--- config.mk ---
export PLATFORM = sky130hd
export DESIGN_NAME = mod_updown_counter
export DESIGN_NICKNAME = d
export VERILOG_FILES = /design/src/rtl/mod_updown_counter.sv
export SDC_FILE = /design/constraint.sdc
export NUM_CORES = 1
export LEC_CHECK = 0
export BUFFER_PORTS_ARGS = -buffer_cell sky130_fd_sc_hd__buf_2
export CORE_MARGIN = 4
export CORE_UTILIZATION = 40
export CTS_CLUSTER_DIAMETER = 80
export DETAILED_ROUTE_END_ITERATION = 7
export HOLD_SLACK_MARGIN = 0.06
export PLACE_DENSITY_LB_ADDON = 0.08
export SKIP_CTS_REPAIR_TIMING = 1
export SYNTH_ARGS = -nofsm -noshare
export SYNTH_HDL_FRONTEND = slang
export SYNTH_SLANG_ARGS = --single-unit
export TNS_END_PERCENT = 5
--- constraint.sdc ---
create_clock -name clk_i -period 3.7 [get_ports clk_i]
set_clock_uncertainty 0.2 [all_clocks]
set_input_delay 0.37 -clock clk_i [delete_from_list [all_inputs] [get_ports clk_i]]
set_output_delay 0.37 -clock clk_i [all_outputs]
set_load 0.02 [all_outputs]
--- src/rtl/mod_updown_counter.sv ---
// Modulo up/down counter with programmable modulus, step, load/clear and wrap flags.
// Build option: define COUNTER_SATURATE_EN to hold at 0 / MAX_VAL instead of wrapping.
`timescale 1ns/1ps

module mod_updown_counter #(
    parameter int unsigned WIDTH     = 8,
    parameter int unsigned MAX_VAL   = (2 ** WIDTH) - 1,
    parameter int unsigned STEP      = 1,
    parameter int unsigned RESET_VAL = 0
) (
    input  logic             clk_i,
    input  logic             reset_i,
    input  logic             en_i,
    input  logic             up_i,
    input  logic             clear_i,
    input  logic             load_i,
    input  logic [WIDTH-1:0] load_val_i,
    output logic [WIDTH-1:0] count_o,
    output logic             tc_o,
    output logic             ovf_o,
    output logic             at_max_o,
    output logic             at_min_o
);

    localparam logic [WIDTH:0]   MAX_W  = (WIDTH+1)'(MAX_VAL);
    localparam logic [WIDTH-1:0] MAX_N  = WIDTH'(MAX_VAL);
    localparam logic [WIDTH-1:0] STEP_N = WIDTH'(STEP);
    localparam logic [WIDTH-1:0] MOD_N  = WIDTH'(MAX_VAL + 32'd1);
    localparam logic [WIDTH-1:0] RST_N  = WIDTH'(RESET_VAL);

    logic [WIDTH-1:0] count_q;
    logic [WIDTH-1:0] count_d;
    logic             tc_q;
    logic             tc_d;
    logic             ovf_q;
    logic             ovf_d;
    logic [WIDTH:0]   sum_s;

    // Next-state selection: clear > load > enable > hold.
    always_comb begin
        sum_s   = {1'b0, count_q} + {1'b0, STEP_N};
        count_d = count_q;
        tc_d    = 1'b0;
        ovf_d   = ovf_q;
        if (clear_i) begin
            count_d = RST_N;
            ovf_d   = 1'b0;
        end else if (load_i) begin
            if (load_val_i > MAX_N) begin
                count_d = MAX_N;
            end else begin
                count_d = load_val_i;
            end
        end else if (en_i) begin
            if (up_i) begin
                if (sum_s > MAX_W) begin
                    tc_d  = 1'b1;
                    ovf_d = 1'b1;
`ifdef COUNTER_SATURATE_EN
                    count_d = MAX_N;
`else
                    // Wrapped value is below 2**WIDTH, so modulo-2**WIDTH arithmetic is exact.
                    count_d = count_q + STEP_N - MOD_N;
`endif
                end else begin
                    count_d = sum_s[WIDTH-1:0];
                end
            end else begin
                if (count_q < STEP_N) begin
                    tc_d  = 1'b1;
                    ovf_d = 1'b1;
`ifdef COUNTER_SATURATE_EN
                    count_d = {WIDTH{1'b0}};
`else
                    count_d = count_q - STEP_N + MOD_N;
`endif
                end else begin
                    count_d = count_q - STEP_N;
                end
            end
        end else begin
            count_d = count_q;
        end
    end

    // State registers with asynchronous reset.
    always_ff @(posedge clk_i or posedge reset_i) begin
        if (reset_i) begin
            count_q <= RST_N;
            tc_q    <= 1'b0;
            ovf_q   <= 1'b0;
        end else begin
            count_q <= count_d;
            tc_q    <= tc_d;
            ovf_q   <= ovf_d;
        end
    end

    assign count_o  = count_q;
    assign tc_o     = tc_q;
    assign ovf_o    = ovf_q;
    assign at_max_o = (count_q == MAX_N);
    assign at_min_o = (count_q == {WIDTH{1'b0}});

endmodule
==> results.md, run 1 <==
- Crit path kind: flop to primary output
- Worst-Skew Late Latency: 260 ps
- Die X: 53.68 um
- Worst setup EP type: primary output
- CTS buffer count: 3
- Reg area: 250.2 um2
- GRT Util Overall: 0.1531
- Hold Path End: count_o[1]$_DFFE_PP0P_
- VDD IR max: 0.2304 mV
- CTS tree: built
- H-tree levels: 1
- NetSw: a little under 0.0001 W
- Mean Syn Cell Area: 8.430 um2
- Most common library cell in the layout ignoring fill and taps: buf_2
- Fin cells: 149
- Worst r2r src: count_o[0]$_DFFE_PP0P_
- Vias: 814
- Worst Setup SP: count_o[2]$_DFFE_PP0P_
- Antenna Nets Post-Route: 0
- Drt pass-1 iters: 4
- # port buffers: 25
- N_diodes: 0
- Hold crit path type: primary input to flop
- Area of the multi-input gates: 506.7 um2
- Final core utilization: 0.4968
- Ratio of cells with drive above 1 in the final layout: 0.2705
- Worst Tran Pin Value: 395.6 ps
- Setup violations, final: 0
- Sw Share: 0.3432
- Worst Slack Setup Final: 1574 ps
- DP Cell Count: 145
- Core Region: 1962 um2
- Vias in the first global route: 734
- Vias per cell: 5.463
- Post-DP HPWL: 1.559 mm
- Worst hold stages: 3
- Register-to-Register Path Depth: 6
- Flop2flop setup slack: 1660 ps
- Sequential fraction of the synthesis area: 0.2999
- Power Dens Cells: 296.5 nW/um2
- Max-cap violations: 0
- Clock power share: 0.250
- Final period util: 0.5745
- Flops & latches, synth: 10
- DR WL/cell: approximately 14 um
- Nets: about 140
- Int Pwr: 0.0001898 W
- Area grow syn2layout: 16.79%
- Effective utilization at floorplan: 0.4254
- Mapped Nets: 118
- Total die area: 2881 um2
- Status: completed
- Gate power share: 0.288
- Yosys cell types: 31
- Max-slew violations: 0
- Largest net degree at the start of global routing: 14
- Gate count of the mapped netlist: 99
- Global-route wire length before repair: between 3 and 4 mm
- Final Hold Violating Endpoints: 0
- Fmax: 470.5 MHz
- Leakage: 0.4778 nW
- Endpoint of the worst register-to-register path: count_o[4]$_DFFE_PP0P_
- Rows: 16
- Relative slew margins: 0.7360
- DRC Markers: 0
- Minimum clock period: 2126 ps
- RSZ-0062 raised after global routing: false
- WP data required: 3130 ps
- CTS root buf: clkbuf_4
- Fill count: approximately 230
- Gpl congestion: between 0.9 and 1
- Mapped cell area: around 830 um2
- Pre-CTS setup slack: 1673 ps
- WP data arrival: 1560 ps
- Commonest non-fill, non-tap cells in the layout: 25 x buf_2, 11 x nand2_1, 10 x nor2_1, 10 x dfrtp_1, 7 x inv_1
- Clock sink count: 10
- Io pins: 26
- Initial antenna violation count: 0
- GR Overflow Total: 0
- Clk slew on worst S/H paths: 60 ps
- 1st-iter DRT viols: 12
- Worst setup SP type: flop
- WL final: about 2.0 mm
- Worst hold start: load_val_i[1]
- Worst-path maximum fanout: 11
- Largest buffer count on any clock path: 2
- Flop pwr share: 0.462
- Die Ht: 53.68 um
- Setup TNS: 0 ps
- Ys Warns: 0
-- stage by stage --
stage               power [W]  cell area [um2]  hold slack, ps
floorplan           0.0001960            834.6           10.18
global placement    0.0002172            942.2           169.4
detailed placement  0.0002186            942.2           171.7
CTS                 0.0002930            964.7          -115.8
global route        0.0003097            974.7           139.0
finish              0.0002890            974.7           140.7
-- logic make-up after synthesis --
group	Yosys count	share of synthesized area
and+or+nand+nor	41	0.2564
AOI/OAI and AO/OA	17	0.1379
buffers and inverters	13	0.09295
xor gates and xnor gates	12	0.1259
DFF	10	0.2999
adders and majority gates	5	0.07496
muxes	1	0.01199
-- power groups by stage --
| stage | clock (W) | combinational, W | sequential, W |
|---|---|---|---|
| floorplan | 0 | 0.0000593 | 0.000137 |
| global placement | 0 | 0.0000822 | 0.000135 |
| detailed placement | 0 | 0.0000829 | 0.000136 |
| CTS | 0.0000761 | 0.0000833 | 0.000134 |
| global route | 0.0000812 | 0.0000932 | 0.000135 |
| finish | 0.0000723 | 0.0000833 | 0.000133 |
-- cell type report --
class / count / area share
Clock buffer: 3 / 0.02311
Inverter: 7 / 0.02696
Multi-Input combinational cell: 76 / 0.5199
Sequential cell: 10 / 0.2567
Tap cell: 27 / 0.03466
Timing Repair Buffer: 26 / 0.1386
-- worst max path at each step --
stage / slack [ps] / endpoint / cells after the start
after floorplan: 1730 / count_o[5]$_DFFE_PP0P_ / 6
after global placement: 1730 / count_o[4]$_DFFE_PP0P_ / 6
after detailed placement: 1670 / count_o[4]$_DFFE_PP0P_ / 6
after CTS: 1550 / at_max_o / 4
after global routing: 1460 / at_max_o / 4
final: 1570 / at_max_o / 4
-- critical path, cell delays in order (launching register included) --
cell and delay (ps):
dfrtp_1 560, and4_2 360, nand4_1 150, inv_1 80
buf_2 150
-- layer usage --
metal | GRT usage | wire length, um
met1 | 0.1760 | 869
met4 | 0.03830 | 27
met3 | 0.06094 | 159
met2 | 0.2621 | 992
met5 | 0 | 0
-- synth_stat cells --
library cell | count | area share
nand2_1 | 11 | 0.049
dfrtp_1 | 10 | 0.30
nor2_1 | 10 | 0.045
inv_1 | 7 | 0.031
xnor2_1 | 6 | 0.063
xor2_1 | 6 | 0.063
a21oi_1 | 5 | 0.030
ha_1 | 5 | 0.075
a211oi_1 | 4 | 0.036
nor3_1 | 4 | 0.024
and3_1 | 3 | 0.022
buf_6 | 3 | 0.040
nand3_1 | 3 | 0.018
nand4_1 | 3 | 0.022
and4_2 | 2 | 0.024
o21ai_0 | 2 | 0.012
a211oi_2 | 1 | 0.015
a221oi_1 | 1 | 0.010
a311oi_1 | 1 | 0.010
a31oi_1 | 1 | 0.0075
a32oi_1 | 1 | 0.010
buf_2 | 1 | 0.0060
buf_4 | 1 | 0.0090
clkbuf_2 | 1 | 0.0060
mux2i_1 | 1 | 0.012
nor3_2 | 1 | 0.012
nor4_1 | 1 | 0.0075
nor4b_1 | 1 | 0.010
o21ai_1 | 1 | 0.0060
or3_1 | 1 | 0.0075
or4_4 | 1 | 0.013
-- flip-flops by register name, indices dropped and copies added (netlist names) --
signal and cells:
ovf_o 1, tc_o 1, count_o 8
Power figures use the tool's default switching activity.
==> run 2, diff against run 1 <==
clock period = 1.76 ns   (was 3.7 ns; I/O delays follow)
==> run 2 against run 1 <==
  * Cell area rose by 35%
  * Clock power rose to 3.0 times the previous value
  * Combinational power rose to 3.5 times the previous value
  * First-iteration DRC count fell by 42%
  * Via count rose by 12%
  * Hold slack got worse by 76 ps
  * The flow now finishes with violations (negative setup slack)
  * Routed wire length rose by 23%
==> results.md, run 2 (synthesis gave the netlist of run 1 again) <==
- Largest stage delay on the critical path: 450 ps
- RSZ-0062 raised after global routing: true
- Effective utilization at floorplan: 0.4254
- Post-DP HPWL: 1.644 mm
- Fill count: ~190
- Most common library cell in the layout ignoring fill and taps: buf_2
- Crit path kind: flop to flop
- Setup violations, final: 5
- Failing checks: negative setup slack
- Clock sink count: 10
- NetSw: 0.0002584 W
- Largest register FFs: 8
- Max-slew violations: 0
- 1st-iter DRT viols: 7
- Status: complete, but fails checks
- Power Dens Cells: 588.6 nW/um2
- Minimum clock period: ~1900 ps
- Worst setup EP type: flop
- Worst hold stages: 4
- Setup TNS: -193.2 ps
- Fin Hold WS: 64.91 ps
- Total power: slightly below 0.0008 W
- Final Hold Violating Endpoints: 0
- Worst Tran Pin Value: 417.1 ps
- Die X: between 50 and 60 um
- # port buffers: 25
- Antenna Nets Post-Route: 0
- Die Ht: 53.68 um
- Initial antenna violation count: 0
- Drt pass-1 iters: 4
- Leakage: 0.6322 nW
- Core Region: 1962 um2
- Clock power share: 0.283
- Vias per cell: 5.011
- Vias: 912
- Worst r2r src: count_o[0]$_DFFE_PP0P_
- Rows: 16
- Final period util: 1.052
- Worst setup SP type: flop
- Relative slew margins: 0.7216
- DR WL/cell: around 14 um
- Clk slew on worst S/H paths: roughly 70 ps
- Gpl congestion: slightly above 0.9
- Hold Path End: count_o[0]$_DFFE_PP0P_
- Hold crit path type: primary input to flop
- CTS root buf: clkbuf_4
- Worst Slack Setup Final: -92.18 ps
- CP Cell Sequence: inv_2 -> ha_2 -> nor4b_4 -> o21ai_1 -> xor2_1 -> a211oi_1
- Register-to-Register Path Depth: 6
- GRT Util Overall: 0.1621
- Largest buffer count on any clock path: 2
- CTS tree: built
- Area grow syn2layout: 57.87%
- H-tree levels: 1
- Sw Share: 0.3332
- Global-route wire length before repair: 3.305 mm
- VDD IR max: 0.4315 mV
- Worst-Skew Late Latency: 280 ps
- Pre-CTS setup slack: -158.4 ps
- Worst hold start: en_i
- WP data required: 1730 ps
- Commonest non-fill, non-tap cells in the layout: 26 x buf_2, 18 x buf_4, 13 x dlygate4sd3_1
- DRC Markers: 0
- Int Pwr: between 0.0005 and 0.0006 W
- Vias in the first global route: between 700 and 800
- Flop2flop setup slack: -90 ps
- CP max stage cell: dfrtp_2
- Fmax: 539.9 MHz
- Ratio of cells with drive above 1 in the final layout: 0.4452
- Gate power share: 0.372
- Flop pwr share: 0.345
- Endpoint of the worst register-to-register path: count_o[4]$_DFFE_PP0P_
- Max-cap violations: 0
- Total die area: about 2900 um2
- Largest net degree at the start of global routing: 14
- Io pins: 26
- GR Overflow Total: 0
- Worst-path maximum fanout: 6
- WP data arrival: 1820 ps
- CTS buffer count: 3
- WL final: about 2.5 mm
- N_diodes: 0
- Nets: 175
-- run 2: cell count changes in the layout (fill, tap and decap cells not counted), sizes merged --
cell | before | now
dlygate4sd3 | 1 | 13
buf | 25 | 45
clkbuf | 3 | 4
-- run 2: worst max-delay path, delay by kind of cell, from the launching register on --
| kind | cells | cell delay, ps |
|---|---|---|
| simple gates | 1 | 220 |
| compound gates | 2 | 420 |
| fa+ha+maj | 1 | 200 |
| buf+inv | 1 | 90 |
| xor+xnor | 1 | 160 |
| flops | 1 | 450 |
-- run 2: final cells by class --
class / instances / area, um2 / area share
inverter: 7 / 26.28 / 0.01994
multi-input combinational: 76 / 559.3 / 0.4245
timing repair buffer: 58 / 406.6 / 0.3086
clock buffer: 4 / 36.28 / 0.02754
tap: 27 / 33.78 / 0.02564
sequential: 10 / 255.2 / 0.1937
-- run 2: routing by layer --
layer / vias up / part of all wire / global-route usage
li1: 456 / - / -
met1: 426 / 0.42 / 0.1922
met2: 28 / 0.51 / 0.2641
met3: 2 / 0.060 / 0.08033
met4: 0 / 0.0060 / 0.02979
met5: - / 0 / 0
-- run 2: metrics by stage --
stage | cells | instance area, um2 | utilization
global placement | 163 | 1081 | 0.5510
finish | 182 | 1318 | 0.6716
detailed placement | 163 | 1081 | 0.5510
floorplan | 99 | 838.3 | -
CTS | 167 | 1117 | 0.5695
global route | 182 | 1318 | 0.6716
-- run 2: power by group through the flow --
stage                     combinational, W  sequential (W)  clock [W]
after global routing              0.000316        0.000271   0.000234
after CTS                         0.000237        0.000268   0.000223
after global placement            0.000234        0.000272          0
after floorplan                   0.000125        0.000289          0
final                             0.000288        0.000268   0.000220
after detailed placement          0.000236        0.000272          0
-- run 2: how the worst max path moves through the flow --
stage / start / endpoint / depth (start not counted)
global route: count_o[0]$_DFFE_PP0P_ / count_o[4]$_DFFE_PP0P_ / 6
floorplan: count_o[0]$_DFFE_PP0P_ / count_o[5]$_DFFE_PP0P_ / 5
global placement: count_o[0]$_DFFE_PP0P_ / count_o[4]$_DFFE_PP0P_ / 6
finish: count_o[0]$_DFFE_PP0P_ / count_o[4]$_DFFE_PP0P_ / 6
detailed placement: count_o[0]$_DFFE_PP0P_ / count_o[4]$_DFFE_PP0P_ / 6
CTS: count_o[0]$_DFFE_PP0P_ / count_o[4]$_DFFE_PP0P_ / 6
==> run 3, diff against run 2 <==
ABC_AREA = 1   (was unset)
clock period = 1.6 ns   (was 1.76 ns; I/O delays follow)
==> run 3 against run 2 <==
  * The flow finishes with violations (negative hold slack, negative setup slack)
  * Hold slack got worse by 180 ps
  * Highest routed layer unchanged
  * Largest cell class unchanged
  * Sequential share of layout area decreased by 1.5 points
  * Sequential power increased by 17%
  * Worst setup slack got worse by 64 ps
  * Clock power increased by 16%
  * Synthesized cell count increased by 52%
  * Global-route usage increased by 2.6 points
  * Combinational power increased by 37%
==> results.md, run 3 <==
- Status: complete, but fails checks
- Failing checks: negative hold slack, negative setup slack
- Core Region: 2233 um2
- Most common library cell in the layout ignoring fill and taps: nand2_1
- Worst hold start: clear_i
- Endpoint of the worst register-to-register path: count_o[2]$_DFFE_PP0P_
- Relative slew margins: 0.7043
- Top-count cell post-synth: nand2_1
- Cell taking the most area after synthesis: dfrtp_1
- Final period util: 1.098
- Worst hold stages: 2
- Max-cap violations: 0
- Hold crit path type: primary input to flop
- Die X: 56.70 um
- Io pins: 26
- DR WL/cell: 13.10 um
- 1st-iter DRT viols: 43
- Gpl congestion: between 0.9 and 1
- Vias per cell: 5.031
- CTS root buf: clkbuf_4
- Critical path buffer and inverter count: 4
- H-tree levels: 1
- Fin Hold WS: -112.8 ps
- WP data arrival: approximately 1400 ps
- Worst Slack Setup Final: -156.2 ps
- Area share of the leading cell type in the synthesized netlist: 0.2639
- Worst-Skew Late Latency: just under 300 ps
- Largest buffer count on any clock path: 2
- Ys Warns: 0
- DRC Markers: 0
- DP Cell Count: 218
- Drt pass-1 iters: 4
- N_diodes: 0
- Effective utilization at floorplan: 0.4247
- Total die area: 3214 um2
- Sequential fraction of the synthesis area: 0.2639
- Register-to-Register Path Depth: 7
- Gate count of the mapped netlist: 150
- Vias in the first global route: 1085
- Hold Path End: ovf_o$_DFFE_PP0P_
- Worst-path maximum fanout: 5
- Clock sink count: 10
- Crit path kind: flop to primary output
- CP max stage cell: dfrtp_2
- Global-route wire length before repair: 4.781 mm
- WL final: ~3.0 mm
- Largest delay share family, worst path: flip-flops
- Largest stage delay on the critical path: 490 ps
- Fin cells: between 200 and 250
- Mapped Nets: 169
- Asr flop ratio synth: 1.000
- Top cells by area, synth: dfrtp_1 26%, nand2_1 15%, nand3_1 12%
- Max-slew violations: 0
- Flops & latches, synth: 10
- Total power: 0.0009633 W
- VDD IR max: 0.4419 mV
- Post-DP HPWL: 2.303 mm
- Mean Syn Cell Area: 6.323 um2
- Initial antenna violation count: 0
- Minimum clock period: between 1500 and 2000 ps
- Rows: 17
- Primary FF master, synth: dfrtp_1
- Setup violations, final: 9
- Ratio of cells with drive above 1 in the final layout: 0.3850
- EDFF count, synth: 0
- RSZ-0062 raised after global routing: true
- Worst r2r src: count_o[0]$_DFFE_PP0P_
- GR Overflow Total: 0
- Worst setup EP type: primary output
- Antenna Nets Post-Route: 0
- Clk slew on worst S/H paths: 80 ps
- Leakage: 0.7378 nW
- WP data required: roughly 1200 ps
- Yosys cell types: 23
- Largest register FFs: 8
- CP Cell Sequence: ha_4 -> nand2_2 -> inv_2 -> buf_6 -> nand3_4 -> inv_2 -> buf_6
- GRT Util Overall: 0.1885
- Worst Tran Pin Value: around 440 ps
- Largest net degree at the start of global routing: 11
- Most common library cells after synthesis: 39 x nand2_1, 23 x nand3_1, 21 x inv_1, 18 x nor2_1, 13 x o21ai_0
- Commonest non-fill, non-tap cells in the layout: 38 x nand2_1, 22 x buf_2, 19 x nand3_1
- Flop2flop setup slack: -130 ps
- Mapped cell area: 948.4 um2
- CTS buffer count: 3
- Power Dens Cells: 670.1 nW/um2
- Die Ht: between 50 and 60 um
- Vias: between 1000 and 1500
- Final Hold Violating Endpoints: 2
- Nets: 220
- # port buffers: 25
- Setup TNS: -979.0 ps
- Pre-CTS setup slack: -185.2 ps
- Fmax: 569.4 MHz
- Worst setup SP type: flop
- CTS tree: built
- Area grow syn2layout: 51.58%
[run 3: cell types whose count changed after synthesis, sizes merged, moves of 3 or more]
cell / change
xnor2: -6
o21ai: +10
and3: -3
nand2: +29
nand3: +20
xor2: -4
nor3: -5
a21oi: -3
nor2: +9
a211oi: -5
inv: +14
[run 3: cell type report]
cell class	instances	area, um2
Fill cell	212	795.8
Inverter	21	81.33
Timing Repair Buffer	49	341.6
Multi-Input combinational cell	116	686.9
Tap cell	28	35.03
Sequential cell	10	256.5
Clock buffer	4	36.28
[run 3: cell families after synthesis]
kind of cell	after synthesis	share of synthesized area
compound gates	23	0.1530
xor+xnor	2	0.01847
fa+ha+maj	5	0.06596
buf+inv	24	0.1055
flops	10	0.2639
simple gates	86	0.3931
[run 3: metal layers]
metal	vias up	global-route usage	wire, um
li1	589	-	-
met4	0	0.06441	34
met1	526	0.2428	1341
met3	6	0.03448	105
met5	-	0	0
met2	26	0.3119	1506
[run 3: how the worst max path moves through the flow]
| stage | from | endpoint | slack [ps] | cells after the start |
|---|---|---|---|---|
| after detailed placement | count_o[1]$_DFFE_PP0P_ | count_o[4]$_DFFE_PP0P_ | -190 | 8 |
| after floorplan | count_o[1]$_DFFE_PP0P_ | ovf_o$_DFFE_PP0P_ | -60 | 10 |
| final | count_o[0]$_DFFE_PP0P_ | at_max_o | -160 | 7 |
| after CTS | count_o[1]$_DFFE_PP0P_ | at_max_o | -290 | 7 |
| after global routing | count_o[1]$_DFFE_PP0P_ | ovf_o$_DFFE_PP0P_ | -260 | 11 |
| after global placement | count_o[1]$_DFFE_PP0P_ | count_o[4]$_DFFE_PP0P_ | -190 | 8 |
[run 3: power by group]
group | internal, W | switching (W) | total, W | leakage (nW)
registers | 0.000275 | 0.0000384 | 0.000313 | 0.125
logic | 0.000178 | 0.000217 | 0.000395 | 0.592
clock network | 0.000139 | 0.000117 | 0.000255 | 0.0210
total | 0.000591 | 0.000372 | 0.000963 | 0.738
[run 3: per-stage QoR]
stage | area, um2 | utilization
2_1_floorplan | 973.4 | -
3_3_place_gp | 1247 | 0.5585
3_5_place_dp | 1247 | 0.5585
4_1_cts | 1284 | 0.5748
5_1_grt | 1438 | 0.6437
6_report | 1438 | 0.6437
